==> src/rtl/bubble_pkg.sv <==
// Shared encodings for the BUBBLE decode/issue slice: formats, opcodes and
// instruction field positions.
package bubble_pkg;

  localparam int XLEN_DEF = 32;
  localparam int NREG_DEF = 32;

  localparam logic [1:0] FMT_R = 2'd0;
  localparam logic [1:0] FMT_I = 2'd1;
  localparam logic [1:0] FMT_J = 2'd2;

  localparam logic [5:0] OP_RTYPE = 6'h00;
  localparam logic [5:0] OP_J     = 6'h02;
  localparam logic [5:0] OP_JAL   = 6'h03;
  localparam logic [5:0] OP_BEQ   = 6'h04;
  localparam logic [5:0] OP_BNE   = 6'h05;
  localparam logic [5:0] OP_SW    = 6'h2B;

  localparam int OP_MSB    = 31;
  localparam int OP_LSB    = 26;
  localparam int RS_MSB    = 25;
  localparam int RS_LSB    = 21;
  localparam int RT_MSB    = 20;
  localparam int RT_LSB    = 16;
  localparam int RD_MSB    = 15;
  localparam int RD_LSB    = 11;
  localparam int IMM_MSB   = 15;
  localparam int FUNCT_MSB = 5;
  localparam int TGT_MSB   = 25;

  localparam logic [4:0] LINK_REG = 5'd31;

endpackage

==> src/rtl/bubble_regfile.sv <==
// Register file: two asynchronous read ports, one synchronous write port,
// r0 reads as zero and ignores writes.
module bubble_regfile
  import bubble_pkg::*;
#(
  parameter int NREG = NREG_DEF,
  parameter int XLEN = XLEN_DEF
) (
  input  logic            clk,
  input  logic            rst,
  input  logic            we,
  input  logic [4:0]      waddr,
  input  logic [XLEN-1:0] wdata,
  input  logic [4:0]      raddr_a,
  input  logic [4:0]      raddr_b,
  output logic [XLEN-1:0] rdata_a,
  output logic [XLEN-1:0] rdata_b
);

  logic [XLEN-1:0] regs [NREG];

  always_ff @(posedge clk or posedge rst) begin
    if (rst) begin
      for (int i = 0; i < NREG; i++) regs[i] <= '0;
    end else if (we && (waddr != 5'd0)) begin
      regs[waddr] <= wdata;
    end
  end

  assign rdata_a = (raddr_a == 5'd0) ? '0 : regs[raddr_a];
  assign rdata_b = (raddr_b == 5'd0) ? '0 : regs[raddr_b];

endmodule

==> src/rtl/decode_issue.sv <==
// Decode-and-issue stage: field split, scoreboard hazard stall, one registered
// issue packet. Optional writeback bypass is enabled by DECODE_WB_BYPASS_EN.
module decode_issue
  import bubble_pkg::*;
#(
  parameter int NREG = NREG_DEF,
  parameter int XLEN = XLEN_DEF
) (
  input  logic            clk,
  input  logic            rst,
  input  logic            in_valid,
  output logic            in_ready,
  input  logic [31:0]     in_instr,
  input  logic [31:0]     in_pc,
  output logic            out_valid,
  input  logic            out_ready,
  output logic [1:0]      out_fmt,
  output logic [XLEN-1:0] out_rs,
  output logic [XLEN-1:0] out_rt,
  output logic [XLEN-1:0] out_imm,
  output logic [5:0]      out_funct,
  output logic [5:0]      out_alu_op,
  output logic [25:0]     out_target,
  output logic [4:0]      out_dest,
  output logic [31:0]     out_pc,
  input  logic            wb_en,
  input  logic [4:0]      wb_addr,
  input  logic [XLEN-1:0] wb_data,
  input  logic            flush
);

  // Handshake: a transfer happens on a rising edge where valid && ready are
  // both high; a held packet (out_valid && !out_ready) does not change.

  logic [5:0]      op;
  logic [4:0]      rs_a, rt_a, rd_a, dest;
  logic [1:0]      fmt;
  logic            use_rs, use_rt, fwd_rs, fwd_rt, hazard, accept;
  logic [XLEN-1:0] rf_rs, rf_rt, rs_val, rt_val;
  logic [NREG-1:0] busy, busy_set, busy_clr, busy_nxt;

  assign op   = in_instr[OP_MSB:OP_LSB];
  assign rs_a = in_instr[RS_MSB:RS_LSB];
  assign rt_a = in_instr[RT_MSB:RT_LSB];
  assign rd_a = in_instr[RD_MSB:RD_LSB];

  always_comb begin
    fmt    = FMT_I;
    dest   = rt_a;
    use_rs = 1'b1;
    use_rt = 1'b0;
    case (op)
      OP_RTYPE: begin fmt = FMT_R; dest = rd_a; use_rt = 1'b1; end
      OP_J:     begin fmt = FMT_J; dest = 5'd0; use_rs = 1'b0; end
      OP_JAL:   begin fmt = FMT_J; dest = LINK_REG; use_rs = 1'b0; end
      OP_BEQ, OP_BNE, OP_SW: begin dest = 5'd0; use_rt = 1'b1; end
      default: ;
    endcase
  end

  bubble_regfile #(.NREG(NREG), .XLEN(XLEN)) u_regfile (
    .clk     (clk),
    .rst     (rst),
    .we      (wb_en),
    .waddr   (wb_addr),
    .wdata   (wb_data),
    .raddr_a (rs_a),
    .raddr_b (rt_a),
    .rdata_a (rf_rs),
    .rdata_b (rf_rt)
  );

`ifdef DECODE_WB_BYPASS_EN
  assign fwd_rs = wb_en && (wb_addr == rs_a) && (rs_a != 5'd0);
  assign fwd_rt = wb_en && (wb_addr == rt_a) && (rt_a != 5'd0);
`else
  assign fwd_rs = 1'b0;
  assign fwd_rt = 1'b0;
`endif

  assign rs_val = fwd_rs ? wb_data : rf_rs;
  assign rt_val = fwd_rt ? wb_data : rf_rt;

  // busy[0] is never set, so r0 sources and dest 0 never stall.
  assign hazard = (use_rs && busy[rs_a] && !fwd_rs) ||
                  (use_rt && busy[rt_a] && !fwd_rt) ||
                  busy[dest];

  assign in_ready = !hazard && !flush && (!out_valid || out_ready);
  assign accept   = in_valid && in_ready;

  // Set is applied after clear so an issue and a writeback to the same
  // register in one cycle leave it busy.
  always_comb begin
    busy_set = '0;
    busy_clr = '0;
    if (wb_en) busy_clr[wb_addr] = 1'b1;
    if (flush && out_valid) busy_clr[out_dest] = 1'b1;
    if (accept) busy_set[dest] = 1'b1;
    busy_nxt    = (busy & ~busy_clr) | busy_set;
    busy_nxt[0] = 1'b0;
  end

  always_ff @(posedge clk or posedge rst) begin
    if (rst) busy <= '0;
    else     busy <= busy_nxt;
  end

  always_ff @(posedge clk or posedge rst) begin
    if (rst) begin
      out_valid  <= 1'b0;
      out_fmt    <= '0;
      out_rs     <= '0;
      out_rt     <= '0;
      out_imm    <= '0;
      out_funct  <= '0;
      out_alu_op <= '0;
      out_target <= '0;
      out_dest   <= '0;
      out_pc     <= '0;
    end else if (accept) begin
      out_valid  <= 1'b1;
      out_fmt    <= fmt;
      out_rs     <= rs_val;
      out_rt     <= rt_val;
      out_imm    <= {{(XLEN-16){in_instr[IMM_MSB]}}, in_instr[IMM_MSB:0]};
      out_funct  <= in_instr[FUNCT_MSB:0];
      out_alu_op <= op;
      out_target <= in_instr[TGT_MSB:0];
      out_dest   <= dest;
      out_pc     <= in_pc;
    end else if (flush || out_ready) begin
      out_valid <= 1'b0;
    end
  end

endmodule

==> config.mk <==
export PLATFORM = sky130hd
export DESIGN_NAME = decode_issue
export DESIGN_NICKNAME = d
export VERILOG_FILES = /design/src/rtl/bubble_pkg.sv /design/src/rtl/bubble_regfile.sv /design/src/rtl/decode_issue.sv
export SDC_FILE = /design/constraint.sdc
export NUM_CORES = 2
export LEC_CHECK = 0
export ABC_AREA = 1
export ABC_CLOCK_PERIOD_IN_PS = 48900
export BUFFER_PORTS_ARGS = -buffer_cell sky130_fd_sc_hd__buf_4
export CAP_MARGIN = 20
export CELL_PAD_IN_SITES_DETAIL_PLACEMENT = 0
export CELL_PAD_IN_SITES_GLOBAL_PLACEMENT = 2
export CORE_AREA = 2 2 385 482
export DETAILED_ROUTE_END_ITERATION = 16
export DIE_AREA = 0 0 387 484
export PLACE_DENSITY_LB_ADDON = 0.2
export SLEW_MARGIN = 20
export SYNTH_ARGS = -nofsm -noshare
export SYNTH_HDL_FRONTEND = slang
export SYNTH_HIERARCHICAL = 1
export SYNTH_SLANG_ARGS = --single-unit
==> constraint.sdc <==
create_clock -name clk -period 48.9 [get_ports clk]
set_clock_uncertainty 0.05 [all_clocks]
set_input_delay 7.335 -clock clk [delete_from_list [all_inputs] [get_ports clk]]
set_output_delay 7.335 -clock clk [all_outputs]
set_load 0.05 [all_outputs]
==> flow_summary.yaml <==
routing:
  wirelength_um: 303000
  via_per_inst: 5.594
  wl_per_cell_um: 25.89
  drc_errors: 0
  ant_nets: 0
  via_count: 65470
  firstDrtPassIters: 6
  drt_iter0_drc: 7253
die:
  io-pin-count: 282
  start_util: 0.3574
  die_height_um: 484
  core_um2: 183000
  die_x_um: 387
  rows: 176
  die-area_um2: 187300
setup_path:
  worstPathMaxFanout: 44
  reg2reg_from: "busy[25]"
  reg2reg_depth: 13
  worstPathCellList: "buf_8 -> buf_4 -> clkinv_1 -> o211ai_1 -> nand3_1 -> nand3_1 -> nand3_1 -> nand3_1 -> nand3_1 -> nor3_4 -> and2_1 -> buf_4"
  cp.required_ps: 41510
  worstSetupPathType: "in -> out"
  slowest_stage: "buf_4"
  arrival_ps: 10330
  worst-path-buf-inv: 4
  r2r_setup_slack_ps: 45610
  cp-start-kind: "input pin"
  r2r_end: "out_rt[14]"
  cp_top_family: "buffers and inverters"
  cp-end-kind: "output pin"
  critical-path-max-stage-delay_ps: 610
  crit_top_cell: "nand3_1"
hold_path:
  holdCritPathClass: "reg -> reg"
  hold_path_end: "u_regfile/regs[998]"
  whs_path_depth: 0
  min_from: "u_regfile/regs[998]"
timing:
  period_share: 0.3624
  setup_ws_ps: 31180
  setup_viol: 0
  tns_ps: 0
  tightest_slew_ps: 1171
  grt_setup_unrepaired: "false"
  drv_slew: 0
  min_period_ps: 17720
  hold_viol: 0
  max_freq_mhz: 56.44
  fin_hold_ws_ps: 349.5
  relSlewSlack: 0.2197
power_and_ir_drop:
  switchingPower_mw: 1.180
  internal-power_mw: 2.099
  combPwrFrac: 0.246
  seqPwrFrac: 0.411
  ir_drop_mv: 0.02931
  switching_share: 0.3598
  clockPowerShare: 0.344
  leakage_nw: 34.98
  p_per_area_nw_per_um2: 44.75
layout:
  fin_cells: 11700
  syn2layout_area_growth_pct: 12.03
  drive_gt1_frac: 0.07496
  fin_nets: 9292
placement:
  port_buffers: 281
  place_hpwl_um: 166900
  dp.cells: 11440
  dpl_worst_slack_ps: 31250
  gp_congestion: 0.8747
clocking:
  numClockSinks: 1191
  clk_latency_ps: 820
  clkSlewWorstSetupHoldPaths_ps: 60
  cts_resized: 0
  post_cts_buffers: 0
  root_buffer: "clkbuf_16"
  hold_buffers: 0
  tritoncts: "built"
  cts_max_path_buffers: 3
  cts_made_buffers: 143
  htree_levels: 4
synthesis:
  synthTopCellsByArea: "dfrtp_1 46%, nand2_1 22%, nand3_1 11%"
  yosysTopAreaCell: "dfrtp_1"
  synth_area_um2: 65410
  yosysSeqAreaShare: 0.4557
  yosysWarnings: 6
  netlist_instances: 9509
  yosysUniqueCellTypes: 28
  synth.top_cell.area_share: 0.4557
  avgSynthCellArea_um2: 6.878
  ys_seq_elements: 1191
  syn_nets: 9616
global_routing:
  grt_use_met3: 0.04029
  met2_usage: 0.5121
  grt_max_degree: 168
  grt_overflow: 0
  antenna_found_initial: 10
  grt_usage: 0.3188
  gr-usage-met1: 0.4315
  grt_pass1_vias: 62730
  busiest_layer: "met2"
  grt_pass1_wl_um: 446300
run_status:
  outcome: "finished clean"
job:
  drv_cap: 0
-- how the worst max path moves through the flow --
stage	start	end	slack (ps)	cells after the start
after floorplan	rst	u_regfile/regs[0]	12700	1
after global placement	in_instr[17]	in_ready	31210	12
after detailed placement	in_instr[17]	in_ready	31250	12
after CTS	in_instr[17]	in_ready	31250	12
after global routing	in_instr[17]	in_ready	31030	12
final	in_instr[17]	in_ready	31180	12
-- synth_stat cells --
cell,n
nor3_4,1
nand3_2,2
buf_6,5
o21ai_1,2
nor4_4,1
dfrtp_1,1191
and2_1,1
a221o_1,3
nand2_1,3869
nor3b_1,1
buf_1,79
clkbuf_1,619
nor2_1,479
nand3b_1,1
inv_2,7
nand3_1,1472
o211ai_1,4
nor2_4,1
buf_4,52
o21ai_0,970
buf_2,125
nand2_2,5
clkinv_1,6
inv_1,126
nor3_1,29
a21oi_1,284
nor2_2,6
nand4_1,168
-- layer usage --
| layer | wire [um] | up-vias |
|---|---|---|
| li1 | - | 30290 |
| met1 | 130000 | 32080 |
| met2 | 139000 | 2605 |
| met3 | 19800 | 491 |
| met4 | 14180 | 4 |
| met5 | 24 | - |
-- per-stage QoR --
stage                 util  cell area (um^2)  power (mW)
floorplan                -             65410       1.890
global placement    0.3729             68250       2.151
detailed placement  0.3731             68280       2.162
CTS                 0.3997             73150       3.301
global route        0.4004             73270       3.452
finish              0.4004             73280       3.279
-- area by class of cell --
class	count	area (um^2)
Antenna cell	2	5.005
Clock buffer	210	4205
Clock inverter	48	669.4
Fill cell	19380	109700
Inverter	139	586.8
Multi-Input combinational cell	7299	31640
Sequential cell	1191	29800
Tap cell	2403	3007
Timing Repair Buffer	411	3361
-- power groups by stage --
| stage | Sequential (mW) | Combinational (mW) | Clock (mW) |
|---|---|---|---|
| after floorplan | 1.42 | 0.466 | 0 |
| after global placement | 1.35 | 0.798 | 0 |
| after detailed placement | 1.36 | 0.805 | 0 |
| after CTS | 1.34 | 0.806 | 1.15 |
| after global routing | 1.37 | 0.891 | 1.19 |
| final | 1.35 | 0.806 | 1.13 |
-- kinds of logic after synthesis --
group | Yosys count | synth area share
buffers and inverters | 1019 | 0.06443
flip-flops | 1191 | 0.4557
AO/OA/AOI/OAI | 1263 | 0.09703
AND/OR/NAND/NOR | 6036 | 0.3829
-- cells in the final DEF (no fill, tap or decap), types with 3 or more instances in the layout --
master	synthesis	final
clkinv_2	0	22
nand3_1	1472	1470
buf_6	5	4
clkbuf_16	0	147
a221o_1	3	3
a21oi_1	284	284
nor3_2	0	3
clkinv_1	6	5
o21ai_0	970	970
inv_1	126	116
bufinv_16	0	13
buf_8	0	5
inv_8	0	5
dfrtp_1	1191	1191
nand2_1	3869	3847
clkbuf_8	0	29
o211ai_1	4	4
nor2_4	1	5
nand3_2	2	4
inv_6	0	6
nand4_1	168	168
nand2_4	0	25
clkinv_8	0	7
nor3_1	29	26
buf_4	52	386
buf_12	0	13
inv_2	7	8
buf_16	0	3
clkbuf_1	619	34
nor2_1	479	479
-- state kept, by name, indices dropped and copies added (netlist names) --
signal,flops
busy,31
out_alu_op,6
out_dest,5
out_fmt,2
out_imm,15
out_pc,32
out_rs,32
out_rt,32
out_target,11
out_valid,1
u_regfile/regs,1024
(Power assumes the default switching activity.)
